File: src/rtl/usb_wire_tx_serializer.sv
// Transmit-side line-rate serializer: queues 2-bit symbols plus drive enable in a
// 4-deep FIFO and plays one entry per USB bit period onto the wire driver.
module usb_wire_tx_serializer #(
    parameter int FS_BIT_CLKS = 4,
    parameter int LS_BIT_CLKS = 32
) (
    input  logic       clk,
    input  logic       rst,
    input  logic [1:0] TxBitsIn,
    input  logic       TxCtrlIn,
    input  logic       SIETxWEn,
    output logic       SIETxRdy,
    input  logic       fullSpeedRate,
    output logic [1:0] TxBitsOut,
    output logic       TxCtrlOut,
    output logic       TxWireActiveDrive,
    output logic       TxDataOutTick,
    output logic       TxUnderflow
);

    localparam int CW = 5;
    localparam int GMAX = (FS_BIT_CLKS > LS_BIT_CLKS) ? FS_BIT_CLKS : LS_BIT_CLKS;
    localparam int GW = $clog2(GMAX + 1);

    localparam logic [CW-1:0] FS_LAST  = CW'(FS_BIT_CLKS - 1);
    localparam logic [CW-1:0] LS_LAST  = CW'(LS_BIT_CLKS - 1);
    localparam logic [GW-1:0] FS_GUARD = GW'(FS_BIT_CLKS);
    localparam logic [GW-1:0] LS_GUARD = GW'(LS_BIT_CLKS);

    // Each entry is {drive enable, D+, D-}
    logic [2:0]    fifo_mem [4];
    logic [2:0]    count_q, count_d;
    logic [1:0]    wr_idx_q, wr_idx_d;
    logic [1:0]    rd_idx_q, rd_idx_d;
    logic [CW-1:0] bit_cnt_q, bit_cnt_d;
    logic [GW-1:0] guard_q, guard_d;
    logic          rate_q, rate_d;
    logic [1:0]    bits_q, bits_d;
    logic          ctrl_q, ctrl_d;
    logic          tick_q, tick_d;
    logic          underflow_q, underflow_d;

    logic          idle;
    logic          full;
    logic          empty;
    logic          push;
    logic          pop;
    logic          bit_tick;
    logic          underflow_now;
    logic          ctrl_fall;
    logic [2:0]    head;
    logic [CW-1:0] bit_last;
    logic [GW-1:0] guard_len;

    assign full     = (count_q == 3'd4);
    assign empty    = (count_q == 3'd0);
    assign idle     = empty && !ctrl_q && (guard_q == '0);
    assign bit_last = rate_q ? FS_LAST : LS_LAST;
    assign guard_len = rate_q ? FS_GUARD : LS_GUARD;
    assign bit_tick = !idle && (bit_cnt_q == bit_last);
    assign head     = fifo_mem[rd_idx_q];

    assign push          = SIETxWEn && !full;
    assign pop           = bit_tick && !empty;
    assign underflow_now = bit_tick && empty && ctrl_q;
    // Drive enable falling edge arms the guard that keeps the receiver blind
    assign ctrl_fall     = ctrl_q && ((pop && !head[2]) || underflow_now);

    assign SIETxRdy          = !full;
    assign TxBitsOut         = bits_q;
    assign TxCtrlOut         = ctrl_q;
    assign TxWireActiveDrive = ctrl_q | (guard_q != '0);
    assign TxDataOutTick     = tick_q;
    assign TxUnderflow       = underflow_q;

    always_comb begin
        count_d     = count_q;
        wr_idx_d    = wr_idx_q;
        rd_idx_d    = rd_idx_q;
        bit_cnt_d   = bit_cnt_q;
        guard_d     = guard_q;
        rate_d      = rate_q;
        bits_d      = bits_q;
        ctrl_d      = ctrl_q;
        tick_d      = tick_q;
        underflow_d = underflow_now;

        if (push) begin
            wr_idx_d = wr_idx_q + 2'd1;
        end
        if (pop) begin
            rd_idx_d = rd_idx_q + 2'd1;
            bits_d   = head[1:0];
            ctrl_d   = head[2];
            tick_d   = !tick_q;
        end
        if (underflow_now) begin
            ctrl_d = 1'b0;
        end

        case ({push, pop})
            2'b10:   count_d = count_q + 3'd1;
            2'b01:   count_d = count_q - 3'd1;
            default: count_d = count_q;
        endcase

        // Rate is only re-sampled between packets so a packet never changes speed
        if (idle) begin
            bit_cnt_d = '0;
            rate_d    = fullSpeedRate;
        end else if (bit_tick) begin
            bit_cnt_d = '0;
        end else begin
            bit_cnt_d = bit_cnt_q + CW'(1);
        end

        if (ctrl_fall) begin
            guard_d = guard_len;
        end else if (guard_q != '0) begin
            guard_d = guard_q - GW'(1);
        end
    end

    always_ff @(posedge clk) begin
        if (push) begin
            fifo_mem[wr_idx_q] <= {TxCtrlIn, TxBitsIn};
        end
    end

    always_ff @(posedge clk) begin
        if (rst) begin
            count_q     <= 3'd0;
            wr_idx_q    <= 2'd0;
            rd_idx_q    <= 2'd0;
            bit_cnt_q   <= '0;
            guard_q     <= '0;
            rate_q      <= 1'b1;
            bits_q      <= 2'b00;
            ctrl_q      <= 1'b0;
            tick_q      <= 1'b0;
            underflow_q <= 1'b0;
        end else begin
            count_q     <= count_d;
            wr_idx_q    <= wr_idx_d;
            rd_idx_q    <= rd_idx_d;
            bit_cnt_q   <= bit_cnt_d;
            guard_q     <= guard_d;
            rate_q      <= rate_d;
            bits_q      <= bits_d;
            ctrl_q      <= ctrl_d;
            tick_q      <= tick_d;
            underflow_q <= underflow_d;
        end
    end

endmodule
File: config.mk
export PLATFORM = sky130hd
export DESIGN_NAME = usb_wire_tx_serializer
export DESIGN_NICKNAME = d
export VERILOG_FILES = /design/src/rtl/usb_wire_tx_serializer.sv
export SDC_FILE = /design/constraint.sdc
export NUM_CORES = 1
export LEC_CHECK = 0
export ABC_AREA = 1
export CORE_MARGIN = 8
export CORE_UTILIZATION = 40
export DETAILED_ROUTE_END_ITERATION = 10
export HOLD_SLACK_MARGIN = 0.05
export SYNTH_ARGS = -nofsm -noshare
export SYNTH_HDL_FRONTEND = slang
export SYNTH_SLANG_ARGS = --single-unit
File: constraint.sdc
create_clock -name clk -period 4.4 [get_ports clk]
set_input_delay 0.66 -clock clk [delete_from_list [all_inputs] [get_ports clk]]
set_output_delay 0.66 -clock clk [all_outputs]
set_load 0.005 [all_outputs]
==> results.json, run 1 <==
{
  "core_region_area_sq_um": 4030,
  "hold_viol_final": 0,
  "netlist_instances": 189,
  "synth_edf_count": 12,
  "cp-start-kind": "flop",
  "syn_area_sq_um": 1690,
  "root_buffer": "clkbuf_8",
  "arrival_ns": 1.81,
  "first_pass_iters": 5,
  "setup.worst_path.class": "reg -> out",
  "fin_crit_ns": 2.47,
  "grt-ovfl-total": 0,
  "clk_pin_slew_ns": 0.07,
  "fill_cells": 381,
  "drive_gt1_share_pct": 10.0,
  "drc": 0,
  "grt_antenna_before_repair": 0,
  "worst_pin_slew_ns": 0.454,
  "synth_cell_types": 28,
  "tritoncts": "yes",
  "placed_cells_incl_taps": 251,
  "ctsResizeCount": 0,
  "synth.yosys.seq_area_share_pct": 52.1,
  "hold_class": "reg -> reg",
  "max_cap_viol_count": 0,
  "leakage_uw": 0.000807,
  "syn_avg_cell_area_sq_um": 8.95,
  "clk_latency_ns": 0.29,
  "netlist.area_leader.share_pct": 30.8,
  "hpwl_um": 2300,
  "postCtsHoldBufs": 0,
  "rows": 23,
  "portBuffers": 13,
  "power.density_nw_per_um2": 487,
  "fin_tns_setup_ns": 0,
  "ant_nets": 0,
  "fmax_ghz": 0.405,
  "cts_sinks": 38,
  "viasPerCell": 4.81,
  "slew_headroom_pct": 69.7,
  "start_util_pct": 42.0,
  "die-area_sq_um": 6570,
  "setup_violations": 0,
  "fin_nets": 224,
  "vias": 1245,
  "clk_path_buf_depth": 2,
  "synth_nets": 205,
  "cts-buffers-inserted": 5,
  "finalWirelength_um": 2990,
  "drv_slew": 0,
  "ios": 14,
  "layoutNonFillerInstCount": 259,
  "rsz0062_at_grt": "false",
  "synth.area.top_cells": "dfxtp_1 (31%), edfxtp_1 (21%), nor2_1 (6.0%), ha_1 (5.9%), nand2_1 (5.5%)",
  "synth_top_flop_cell": "dfxtp_1",
  "ys_top_cells_by_count": "nor2_1 (27), dfxtp_1 (26), nand2_1 (25)",
  "grt_pass1_wl_um": 5240,
  "cp_data_required_time_ns": 3.74,
  "syn_to_final_growth_pct": 16.1,
  "grt_start_max_net_pins": 16,
  "worstPathMaxFanout": 5,
  "period_share_pct": 56.1,
  "die_w_um": 81.0,
  "async_reset_ff_share_pct": 0,
  "routabilityCongestion": 0.805,
  "end_kind": "primary output",
  "n_antenna_cell": 0,
  "h-tree-depth": 2,
  "peakVddDrop_mv": 0.203,
  "postCtsSetupBuffers": 0,
  "grt_pass1_vias": 1240,
  "wl_per_cell_um": 11.5,
  "fin_worst_skew_ns": 0.00538,
  "yosysTopAreaCell": "dfxtp_1",
  "drt_first_iter_violations": 65,
  "yosys_warnings": 0,
  "grt.total_usage_pct": 10.3,
  "status": "finished clean",
  "post-synth-top-count-cell": "nor2_1",
  "ys_ff_latch": 38,
  "fp.dieH_um": 81.0
}
==> cell families (layout without fill, tap and decap cells) <==
family	count (synthesis)	in the layout	synth area share [%]
buf+inv	29	49	6.43
flops	38	38	52.1
xor+xnor	6	6	3.11
compound gates	33	33	10.8
mux	1	1	0.592
simple gates	73	73	19.9
fa+ha+maj	9	9	7.10
==> power breakdown <==
group | switching (uW) | total (uW) | internal, uW
combinational | 164 | 288 | 124
clock | 115 | 225 | 110
sequential | 33.4 | 444 | 410
total | 313 | 957 | 644
==> cell usage in the layout (no fill, tap or decap), types with 8 or more instances in the layout <==
| cell | count |
|---|---|
| nor2_1 | 27 |
| dfxtp_1 | 26 |
| nand2_1 | 25 |
| inv_1 | 24 |
| o21ai_0 | 15 |
| clkdlybuf4s50_1 | 13 |
| edfxtp_1 | 12 |
| a21oi_1 | 11 |
| nand3_1 | 10 |
| ha_1 | 8 |
==> per-stage QoR <==
step | cell area (sq um) | power [uW] | hold slack, ns | worst slack [ns] | utilization (%)
floorplan | 1690 | 662 | 0.418 | 2.48 | -
global placement | 1880 | 723 | 0.435 | 1.95 | 46.7
detailed placement | 1880 | 738 | 0.445 | 1.86 | 46.7
CTS | 1960 | 965 | 0.456 | 1.93 | 48.7
global route | 1960 | 1040 | 0.489 | 1.77 | 48.7
finish | 1960 | 957 | 0.457 | 1.93 | 48.7
==> per-layer routing <==
layer	GRT usage, %	routed length [um]	vias up
met3	4.30	166	5
met5	0	0	-
met1	11.4	1360	572
met2	17.0	1410	20
li1	-	-	648
met4	4.29	51	0
==> final timing paths <==
check        cells past startpoint          from  slack [ns]           endpoint
min reg2reg                      1  bit_cnt_q[0]        0.46       bit_cnt_q[0]
max                              6    guard_q[0]        1.93  TxWireActiveDrive
min                              1  bit_cnt_q[0]        0.46       bit_cnt_q[0]
max reg2reg                      9    count_q[0]        2.34         count_q[2]
==> state kept, by name (all words and copies together) (netlist names), named ones only <==
signal         cells
guard_q            6
TxCtrlOut          1
rd_idx_q           2
TxBitsOut          2
fifo_mem          12
wr_idx_q           2
count_q            3
rate_q             1
TxDataOutTick      1
TxUnderflow        1
bit_cnt_q          5
==> area by class of cell <==
cell class	instances	area, sq um	area share, %
timing repair buffer	13	130	6.63
sequential	38	881	44.9
multi-input combinational	122	702	35.8
clock inverter	2	10.0	0.510
tap	50	62.6	3.19
inverter	28	105	5.35
clock buffer	6	72.6	3.70
==> worst max-delay path: stages, from the launching register on <==
cell and delay (ns):
dfxtp_1 0.31, inv_1 0.11, ha_1 0.16, nand4_1 0.20
inv_1 0.21, nand2_1 0.08, clkdlybuf4s50_1 0.45
Note: power is estimated with default switching activity, not from simulation.
==> run 2: changes to the inputs <==
- clock period: 4.4 -> 2.5 ns (I/O delays scaled with it)
==> run 2 against run 1 <==
  * Clock skew down 0.00054 ns
  * Sequential power up 76%
  * Hold slack worse by 0.0071 ns
  * Count of clock-buffer cells in the layout down 1
  * Critical path type unchanged
  * Cell area up 0.13%
  * Cell count unchanged
  * Worst setup slack worse by 1.6 ns
  * Flip-flop and latch count unchanged
  * Register-to-register slack worse by 1.9 ns
  * Highest routed layer unchanged
==> results.json, run 2 (same netlist as run 1, synthesis figures left out) <==
{
  "status": "finished clean",
  "power_frac_clock_pct": 23.9,
  "fp.dieH_um": 81.0,
  "top_usage_layer": "met2",
  "fmax_ghz": 0.461,
  "vias": 1255,
  "fin_crit_ns": 2.17,
  "rsz0062_at_grt": "false",
  "root_buffer": "clkbuf_8",
  "peakVddDrop_mv": 0.371,
  "setup_violations": 0,
  "finalWirelength_um": 3010,
  "drive_gt1_share_pct": 10.0,
  "clk_path_buf_depth": 2,
  "start_util_pct": 42.0,
  "ios": 14,
  "hpwl_um": 2330,
  "n_antenna_cell": 0,
  "drc": 0,
  "clk_pin_slew_ns": 0.07,
  "portBuffers": 13,
  "grt_antenna_before_repair": 0,
  "setup.worst_path.class": "reg -> out",
  "final_common_cell": "nor2_1",
  "die_w_um": 81.0,
  "grt_start_max_net_pins": 16,
  "leakage_uw": 0.000803,
  "grt_pass1_vias": 1213,
  "met3_usage_pct": 3.86,
  "grt-ovfl-total": 0,
  "cts_sinks": 38,
  "fin_tns_setup_ns": 0,
  "grtUsageMet1_pct": 11.7,
  "swShare_pct": 32.9,
  "cts-buffers-inserted": 5,
  "core_region_area_sq_um": 4030,
  "cp-start-kind": "flop",
  "rows": 23,
  "regMostFlops": "fifo_mem",
  "ant_nets": 0,
  "use_met2_pct": 17.0,
  "fin_worst_skew_ns": 0.00484,
  "top_regs": "fifo_mem: 12 flops, guard_q: 6 flops, bit_cnt_q: 5 flops",
  "postCtsHoldBufs": 0,
  "ctsResizeCount": 0,
  "grt_pass1_wl_um": 5290,
  "comb_power_share_pct": 29.8,
  "p_int_uw": 1130,
  "hold_viol_final": 0,
  "routabilityCongestion": 0.802,
  "hold_slack_ns": 0.450,
  "switching_power_uw": 555,
  "drv_slew": 0,
  "wl_per_cell_um": 11.6,
  "drt_first_iter_violations": 70,
  "tritoncts": "yes",
  "worstPathMaxFanout": 5,
  "syn_to_final_growth_pct": 16.2,
  "clk_latency_ns": 0.29,
  "fin_nets": 224,
  "die-area_sq_um": 6570,
  "arrival_ns": 1.79,
  "largest_reg_flops": 12,
  "sequentialPowerShare_pct": 46.3,
  "power.density_nw_per_um2": 857,
  "max_cap_viol_count": 0,
  "hold_class": "reg -> reg",
  "slew_headroom_pct": 71.9,
  "end_kind": "primary output",
  "cp_data_required_time_ns": 2.12,
  "viasPerCell": 4.85,
  "worst_pin_slew_ns": 0.421,
  "period_share_pct": 86.8,
  "grt.total_usage_pct": 10.4,
  "h-tree-depth": 2,
  "final_cell_mix": "nor2_1 (27), dfxtp_1 (26), nand2_1 (25), inv_1 (24), o21ai_0 (15)",
  "first_pass_iters": 4,
  "fill_cells": 404,
  "postCtsSetupBuffers": 0
}
[run 2: cell count changes in the layout (fill, tap and decap cells not counted), sizes merged]
cell	change
clkinvlp	+1
clkbuf	-1
[run 2: per-stage QoR]
step / setup slack (ns) / instance area (sq um) / utilization, % / total power [uW] / instances
6_report: 0.331 / 1970 / 48.8 / 1690 / 259
5_1_grt: 0.180 / 1970 / 48.8 / 1820 / 259
4_1_cts: 0.308 / 1970 / 48.8 / 1700 / 259
3_5_place_dp: 0.244 / 1880 / 46.7 / 1300 / 251
3_3_place_gp: 0.342 / 1880 / 46.7 / 1270 / 251
2_1_floorplan: 0.639 / 1690 / - / 1170 / 189
[run 2: critical path, cell delays in order (launching register included)]
cell and delay [ns]:
dfxtp_1 0.31, inv_1 0.11, ha_1 0.17, nand4_1 0.19, inv_1 0.20, nand2_1 0.08
clkdlybuf4s50_1 0.45
[run 2: final timing paths]
| kind | slack (ns) | startpoint | end | depth (start not counted) |
|---|---|---|---|---|
| max | 0.33 | guard_q[0] | TxWireActiveDrive | 6 |
| min | 0.45 | bit_cnt_q[0] | bit_cnt_q[0] | 1 |
| max reg2reg | 0.46 | count_q[0] | count_q[2] | 9 |
| min reg2reg | 0.45 | bit_cnt_q[0] | bit_cnt_q[0] | 1 |
[run 2: layout make-up]
type / instances / area (sq um) / share of cell area [%]
clock buffer: 5 / 68.8 / 3.50
clock inverter: 3 / 16.3 / 0.827
multi-input combinational: 122 / 702 / 35.7
sequential: 38 / 881 / 44.8
inverter: 28 / 105 / 5.35
tap: 50 / 62.6 / 3.18
timing repair buffer: 13 / 130 / 6.62
[run 2: metal layers]
layer,part of all wire [%],vias to the layer above
met3,4.5,5
met5,0,-
met1,46,577
met4,1.8,0
li1,-,649
met2,48,24
[run 2: power by group through the flow]
stage               Combinational (uW)  Sequential (uW)  Clock (uW)
finish                             502              781         403
CTS                                507              782         413
global placement                   482              791           0
floorplan                          382              783           0
global route                       577              793         448
detailed placement                 504              795           0
==> run 3: changes to the inputs <==
- CORE_MARGIN: 8 -> 5
==> run 3 against run 2 <==
  * Via count down 2.7%
  * Sequential share of layout area fell by 1.2 points
  * Critical path type unchanged
  * Hold slack worse by 0.00069 ns
  * Core utilization grew 0.95 points
  * Sequential power is essentially flat
  * First-iteration DRC count increased by 16%
  * Critical path depth is the same
  * Largest power group unchanged
  * Fmax is 3.1% higher
==> results.json, run 3 (same netlist as run 1, synthesis figures left out) <==
{
  "status": "finished clean",
  "h-tree-depth": 2,
  "post-route-util_pct": 49.7,
  "final_cell_mix": "nor2_1 (27), dfxtp_1 (26), nand2_1 (25), inv_1 (24), o21ai_0 (15)",
  "routabilityCongestion": 0.716,
  "syn_to_final_growth_pct": 19.3,
  "largest_reg_flops": 12,
  "grt_start_max_net_pins": 16,
  "vias": 1221,
  "clk_latency_ns": 0.29,
  "cp_cell_sequence": "inv_1, ha_1, nand4_1, inv_1, nand2_1, clkdlybuf4s50_1",
  "clk_pin_slew_ns": 0.08,
  "die_w_um": 75.0,
  "fin_tns_setup_ns": 0,
  "timing.rr.end": "count_q[2]",
  "portBuffers": 13,
  "top_regs": "fifo_mem: 12 flops, guard_q: 6 flops, bit_cnt_q: 5 flops",
  "fin_worst_skew_ns": 0.00596,
  "rsz0062_at_grt": "false",
  "cpMostUsedCell": "inv_1",
  "finish.instance_area_sq_um": 2020,
  "end_kind": "primary output",
  "hold_class": "reg -> reg",
  "p_total_uw": 1870,
  "final_common_cell": "nor2_1",
  "worst_pin_slew_ns": 0.416,
  "drt_first_iter_violations": 81,
  "fin_crit_ns": 2.10,
  "max_cap_viol_count": 0,
  "setup_violations": 0,
  "slew_headroom_pct": 72.2,
  "fill_cells": 386,
  "ctsResizeCount": 0,
  "n_antenna_cell": 0,
  "wl_per_cell_um": 11.1,
  "grt.total_usage_pct": 11.9,
  "fp.dieH_um": 75.0,
  "finalWirelength_um": 2890,
  "hpwl_um": 2210,
  "root_buffer": "clkbuf_8",
  "setup.worst_path.class": "reg -> out",
  "drive_gt1_share_pct": 10.5,
  "crit_buf_inv": 3,
  "worstPathMaxFanout": 5,
  "r2r_cells": 9,
  "grt_pass1_vias": 1193,
  "place_area_sq_um": 1880,
  "postCtsHoldBufs": 0,
  "peakVddDrop_mv": 0.379,
  "crit_slowest_cell": "clkdlybuf4s50_1",
  "grt_antenna_before_repair": 0,
  "tritoncts": "yes",
  "hold_viol_final": 0,
  "ant_nets": 0,
  "fmax_ghz": 0.475,
  "cts-buffers-inserted": 5,
  "rows": 23,
  "critPathTopFamily": "buffers and inverters",
  "drv_slew": 0,
  "wl_met1_um": 1250,
  "arrival_ns": 1.73,
  "grt_pass1_wl_um": 4920,
  "holdPathStages": 1,
  "leakage_uw": 0.000831,
  "slowest_delay_ns": 0.49,
  "highest_layer": "met4",
  "wl_met2_um": 1430,
  "cp-start-kind": "flop",
  "cp_data_required_time_ns": 2.12,
  "core_region_area_sq_um": 4060,
  "hold_path_end": "bit_cnt_q[0]",
  "first_pass_iters": 4,
  "fin_nets": 224,
  "power.density_nw_per_um2": 928,
  "reg2reg_from": "count_q[0]",
  "ios": 14,
  "clk_path_buf_depth": 2,
  "grt-ovfl-total": 0,
  "start_util_pct": 41.7,
  "viasPerCell": 4.71,
  "dr_wl_met3_um": 143,
  "ff2ff_setup_slack_ns": 0.44,
  "drc": 0,
  "cts_sinks": 38,
  "min_from": "bit_cnt_q[0]",
  "regMostFlops": "fifo_mem",
  "postCtsSetupBuffers": 0,
  "layoutNonFillerInstCount": 259,
  "period_share_pct": 84.2,
  "die-area_sq_um": 5630,
  "placed_cells_incl_taps": 251
}
run 3: cell count changes in the layout (fill, tap and decap cells not counted):
cell	change
bufinv_16	+1
clkbuf_16	+1
clkbuf_8	+1
clkinv_1	-1
clkinv_2	-1
clkinvlp_4	-1
run 3: worst max path at each step:
stage | from | to | cells past startpoint
2_1_floorplan | count_q[0] | count_q[2] | 9
6_report | guard_q[0] | TxWireActiveDrive | 6
5_1_grt | count_q[0] | count_q[2] | 9
3_5_place_dp | SIETxWEn | count_q[2] | 8
3_3_place_gp | SIETxWEn | count_q[2] | 8
4_1_cts | guard_q[0] | TxWireActiveDrive | 6
run 3: area by class of cell:
cell class	count	area, sq um	share of cell area, %
timing repair buffer	13	130	6.45
sequential	38	881	43.6
tap	50	62.6	3.10
clock inverter	1	30.0	1.49
clock buffer	7	108	5.33
inverter	28	105	5.21
multi-input combinational	122	702	34.8
run 3: stage by stage:
| step | setup slack [ns] | hold WS [ns] |
|---|---|---|
| after floorplan | 0.639 | 0.418 |
| after global placement | 0.316 | 0.430 |
| after detailed placement | 0.229 | 0.437 |
| after CTS | 0.374 | 0.457 |
| after global routing | 0.183 | 0.469 |
| final | 0.395 | 0.449 |
run 3: routing by layer:
layer  track usage [%]  vias up
met3              5.34        6
met2              19.5       18
met1              12.9      548
met5                 0        -
met4              6.13        0
li1                  -      649
run 3: report_power, final:
| part | switching (uW) | leakage [uW] | total [uW] | internal (uW) |
|---|---|---|---|---|
| logic | 275 | 0.000439 | 493 | 217 |
| clock network | 216 | 0.0000696 | 601 | 385 |
| registers | 56.9 | 0.000323 | 779 | 722 |
